<file path="config.mk">
export PLATFORM = sky130hd
export DESIGN_NAME = hazard_mdu_ctrl
export DESIGN_NICKNAME = d
export VERILOG_FILES = /design/src/rtl/hazard_mdu_ctrl.sv
export SDC_FILE = /design/constraint.sdc
export NUM_CORES = 1
export LEC_CHECK = 0
export BUFFER_PORTS_ARGS = -buffer_cell sky130_fd_sc_hd__buf_2
export CORE_ASPECT_RATIO = 0.8
export CORE_MARGIN = 5
export CORE_UTILIZATION = 50
export DETAILED_ROUTE_END_ITERATION = 6
export GPL_ROUTABILITY_DRIVEN = 0
export GPL_TIMING_DRIVEN = 0
export PLACE_DENSITY = 0.84
export SLEW_MARGIN = 20
export SYNTH_ARGS = -nofsm -noshare
export SYNTH_HDL_FRONTEND = slang
export SYNTH_SLANG_ARGS = --single-unit
</file>
<file path="constraint.sdc">
create_clock -name clk -period 2.45 [get_ports clk]
set_input_delay 0.1225 -clock clk [delete_from_list [all_inputs] [get_ports clk]]
set_output_delay 0.1225 -clock clk [all_outputs]
set_load 0.01 [all_outputs]
</file>
<file path="src/rtl/hazard_mdu_ctrl.sv">
// Pipeline hazard controller: Tuse/Tnew stall, forwarding selects,
// mult/div busy sequencing and a stall-cycle performance counter.

module hazard_fwd_sel (
  input  logic [4:0] r,
  input  logic [4:0] wa_m,
  input  logic       we_m,
  input  logic [1:0] tnew_m,
  input  logic [4:0] wa_w,
  input  logic       we_w,
  output logic [1:0] sel
);
  logic hit_m, hit_w;

  assign hit_m = (r != 5'd0) && we_m && (wa_m == r);
  assign hit_w = (r != 5'd0) && we_w && (wa_w == r);

  // A MEM producer is only usable once its result exists (Tnew = 0); otherwise the stall holds D.
  always_comb begin
    sel = 2'd0;
    if (hit_m && tnew_m == 2'd0) sel = 2'd1;
    else if (hit_w)              sel = 2'd2;
  end
endmodule

module hazard_mdu_ctrl #(
  parameter int MULT_CYCLES = 5,
  parameter int DIV_CYCLES  = 10
) (
  input  logic        clk,
  input  logic        reset,
  input  logic [4:0]  rs_D,
  input  logic [4:0]  rt_D,
  input  logic [1:0]  Tuse_rs_D,
  input  logic [1:0]  Tuse_rt_D,
  input  logic        md_use_D,
  input  logic [4:0]  rs_E,
  input  logic [4:0]  rt_E,
  input  logic [4:0]  WA_E,
  input  logic        GRFWE_E,
  input  logic [1:0]  Tnew_E,
  input  logic        md_start_E,
  input  logic        md_div_E,
  input  logic [4:0]  rt_M,
  input  logic [4:0]  WA_M,
  input  logic        GRFWE_M,
  input  logic [1:0]  Tnew_M,
  input  logic [4:0]  WA_W,
  input  logic        GRFWE_W,
  output logic        stall,
  output logic [1:0]  fwd_rs_D,
  output logic [1:0]  fwd_rt_D,
  output logic [1:0]  fwd_rs_E,
  output logic [1:0]  fwd_rt_E,
  output logic        fwd_rt_M,
  output logic        md_busy,
  output logic [31:0] stall_cnt
);
  localparam int NUM_SRC = 4;

  typedef enum logic {IDLE, BUSY} state_t;

  logic [NUM_SRC-1:0][4:0] src;
  logic [NUM_SRC-1:0][1:0] sel;
  logic [1:0][4:0]         src_d;
  logic [1:0][1:0]         tuse_d;
  logic [1:0]              stall_src;
  logic                    data_stall, md_stall;
  state_t                  state, state_n;
  logic [3:0]              cnt, cnt_n;

  assign src = {rt_E, rs_E, rt_D, rs_D};

  for (genvar i = 0; i < NUM_SRC; i++) begin : g_fwd
    hazard_fwd_sel u_sel (
      .r(src[i]), .wa_m(WA_M), .we_m(GRFWE_M), .tnew_m(Tnew_M),
      .wa_w(WA_W), .we_w(GRFWE_W), .sel(sel[i])
    );
  end

  assign fwd_rs_D = sel[0];
  assign fwd_rt_D = sel[1];
  assign fwd_rs_E = sel[2];
  assign fwd_rt_E = sel[3];
  assign fwd_rt_M = (rt_M != 5'd0) && GRFWE_W && (WA_W == rt_M);

  assign src_d  = {rt_D, rs_D};
  assign tuse_d = {Tuse_rt_D, Tuse_rs_D};

  // Tuse = 3 marks an unused operand and can never be below a 2-bit Tnew.
  for (genvar i = 0; i < 2; i++) begin : g_stall
    assign stall_src[i] =
      ((src_d[i] != 5'd0) && GRFWE_E && (WA_E == src_d[i]) && (tuse_d[i] < Tnew_E)) ||
      ((src_d[i] != 5'd0) && GRFWE_M && (WA_M == src_d[i]) && (tuse_d[i] < Tnew_M));
  end

  assign data_stall = |stall_src;
  assign md_stall   = md_use_D && (md_busy || md_start_E);
  assign stall      = data_stall || md_stall;
  assign md_busy    = (state == BUSY);

  always_ff @(posedge clk or posedge reset) begin
    if (reset) begin
      state <= IDLE;
      cnt   <= 4'd0;
    end else begin
      state <= state_n;
      cnt   <= cnt_n;
    end
  end

  // A start seen while BUSY is ignored; the stall keeps it from happening legally.
  always_comb begin
    state_n = state;
    cnt_n   = cnt;
    case (state)
      IDLE: if (md_start_E) begin
        cnt_n   = md_div_E ? 4'(DIV_CYCLES) : 4'(MULT_CYCLES);
        state_n = BUSY;
      end
      BUSY: begin
        if (cnt == 4'd1) begin
          cnt_n   = 4'd0;
          state_n = IDLE;
        end else begin
          cnt_n = cnt - 4'd1;
        end
      end
      default: begin
        cnt_n   = 4'd0;
        state_n = IDLE;
      end
    endcase
  end

  always_ff @(posedge clk or posedge reset) begin
    if (reset)      stall_cnt <= 32'd0;
    else if (stall) stall_cnt <= stall_cnt + 32'd1;
  end
endmodule

</file>
==> metrics <==
Reg clk slew, reported paths=roughly 0.07 ns; Fmax=around 470 MHz; clk buf depth=2; Setup CP Type=flop to flop; Reg power frac=43.8%; hold_sp=md_div_E; Yosys cell types=38; multi-input logic area=roughly 1700 um2; crit start category=flop; worst skew pair latency=roughly 0.29 ns; Pleak=1.60 nW; initial antenna violation count=0; Filler cells=between 400 and 500; setup total negative slack=0 ns; most frequent cells in the layout=buf_2, xnor2_1, dfrtp_1, xor2_1, nand2_1; NetSw=around 0.00073 W; Reg2Reg Launch Point=stall_cnt[0]; Clk pwr share=20.6%; Power Density=about 600 nW/um2; Setup Viol. Count Final=0; CTS tree=yes; area of the core=about 5100 um2; WHS Path Cells=2; Sink Count=37; Post-Route Skew=~0.0071 ns; vias in the first global route=roughly 2500; CP Launch Point=stall_cnt[0]; Die X=around 92 um; Initial Util=between 50% and 60%; Gate power share=35.6%; gr usage total=21.4%; mapped cell area=between 2000 and 3000 um2; wire per inst=between 15 and 20 um; register area=about 900 um2; Syn Area/Cell=9.13 um2; total wire length=7200 um; share of cells above drive strength 1=28.4%; RSZ-0062 raised after global routing=false; Max Cap Viol=0; CTS HTree Levels=2; DRC viols=0; crit-path max FO=6; Final Util=about 66%; commonest non-fill, non-tap cell in the layout=buf_2; post-placement cell count=around 450; routed via count=between 2000 and 2500; hold path endpoint=cnt[2]; Via density=approximately 5.4; Critical Path AT=between 2 and 2.5 ns; syn_nets=about 360; sequential-to-total area share from yosys stat=34.6%; # IOs=99; Sw Ratio=a little under two fifths; first-pass GRT wire length=roughly 12000 um; CTS root buf=clkbuf_8; Worst R2R Path Depth=7; largest net degree at the start of global routing=38; Max VDD drop=approximately 480 uV; critical path endpoint category=flop; port buffer count=90; fin nets=~460; outcome=finished clean; final hold vios=0; die height=75.4 um; #FFs+latches synth=37; Ant. Diodes=0; 1st-pass router iterations=5; hpwl dp=5790 um; CTS Buf Count=5; Tightest Pin Transition=0.752 ns; worst reg2reg setup slack=just over 0.3 ns; DRT antenna net count=0; worst min path class=input pin to flop; Slew Viols, Final=0; Tmin final=2.15 ns; synthesis-to-finish area growth=24.8%; Synth Instances=slightly below 300; CP required=~2.7 ns; slew margin rel.=between 40% and 50%; P_int=between 0.001 and 0.0015 W; fin crit share=between 80 and 90%; Starting DRT DRC Count=about 110; Die ar.=just under 7000 um2; r2r endpoint=stall_cnt[22]; total gr overflow=0; FP Rows=23; total power=about 0.002 W; Layout Cells excl Fill=456; yosys synthesis warning count=0
## through the flow
step	worst slack [ns]	hold slack [ns]	instance area, um2
after floorplan	0.420	0.231	2670
after global placement	0.0986	0.349	3200
after detailed placement	0.0378	0.303	3200
after CTS	0.00498	0.0586	3290
after global routing	0.0929	0.0852	3340
final	0.304	0.0590	3340
## power by group through the flow
| stage | combinational [W] | clock, W | sequential (W) |
|---|---|---|---|
| floorplan | 0.000410 | 0 | 0.000902 |
| global placement | 0.000680 | 0 | 0.000874 |
| detailed placement | 0.000706 | 0 | 0.000883 |
| CTS | 0.000710 | 0.000422 | 0.000874 |
| global route | 0.000801 | 0.000456 | 0.000895 |
| finish | 0.000710 | 0.000412 | 0.000874 |
## synth_stat cells, drive strengths merged
| cell | count | area [um2] |
|---|---|---|
| a21oi | 5 | 25.0 |
| clkbuf | 8 | 30.0 |
| nor3b | 3 | 22.5 |
| nand4 | 14 | 87.6 |
| nand2b | 8 | 50.1 |
| and4 | 1 | 8.76 |
| nand2 | 26 | 97.6 |
| xnor2 | 49 | 429 |
| inv | 9 | 33.8 |
| nor4 | 10 | 77.6 |
| o211ai | 1 | 7.51 |
| ha | 7 | 87.6 |
| or2 | 2 | 12.5 |
| o41ai | 1 | 16.3 |
| or3 | 3 | 18.8 |
| and2 | 2 | 12.5 |
| dfrtp | 37 | 926 |
| nand3b | 2 | 15.0 |
| mux2 | 1 | 11.3 |
| and3 | 3 | 18.8 |
| or4 | 4 | 30.0 |
| nand3 | 5 | 25.0 |
| buf | 4 | 23.8 |
| mux2i | 2 | 20.0 |
| xor2 | 36 | 315 |
| nor3 | 14 | 70.1 |
| nor4b | 7 | 61.3 |
| and4b | 1 | 10.0 |
| a211o | 1 | 8.76 |
| nor2 | 19 | 73.8 |
| o22ai | 1 | 6.26 |
| o21ai | 4 | 20.0 |
| nor2b | 1 | 6.26 |
| a211oi | 2 | 15.0 |
## sequential cells by signal, summed over array words and instances (netlist names)
name       cells
stall_cnt     32
cnt            4
md_busy        1
## critical path, stage by stage, from the launching register on
cell	delay (ns)
dfrtp_1	0.41
ha_1	0.19
and3_1	0.22
nand4_1	0.13
or3_1	0.45
nand2b_2	0.27
nor3_1	0.24
xor2_1	0.17
## logic make-up (layout without fill, tap and decap cells)
logic type	count (synthesis)	count (layout)	share of synthesized area [%]
AOI/OAI and AO/OA	15	15	3.70
xor gates and xnor gates	85	85	27.8
adders and majority gates	7	7	3.28
buffers and inverters	21	122	3.28
DFF	37	37	34.6
muxes	3	3	1.17
and+or+nand+nor	125	125	26.1
## timing repair
item | CTS | global route
endpoints found under the setup margin | 0 | 11
gates resized for setup | 0 | 5
buffers inserted | 0 | 2
hold buffers | 1 | 0
hold endpoints to repair | 37 | 0
## area by class of cell
cell class,count,share of cell area (%)
Timing Repair Buffer,93,14.2
Buffer,12,1.61
Tap cell,62,2.32
Sequential cell,37,27.7
Inverter,9,1.01
Multi-Input combinational cell,235,50.6
Clock inverter,2,0.300
Clock buffer,6,2.17
## layer usage
| layer | GRT usage, % | routed length [um] | vias up |
|---|---|---|---|
| met3 | 4.05 | 507 | 9 |
| li1 | - | - | 1205 |
| met4 | 6.26 | 73 | 0 |
| met1 | 29.4 | 3190 | 1181 |
| met2 | 35.2 | 3430 | 84 |
| met5 | 0 | 0 | - |
## worst max path at each step
| stage | end | depth (start not counted) |
|---|---|---|
| 6_report | stall_cnt[22] | 7 |
| 2_1_floorplan | stall_cnt[28] | 7 |
| 5_1_grt | stall | 7 |
| 3_3_place_gp | stall_cnt[27] | 6 |
| 4_1_cts | stall_cnt[27] | 6 |
| 3_5_place_dp | stall_cnt[27] | 6 |
Power figures use the tool's default switching activity.
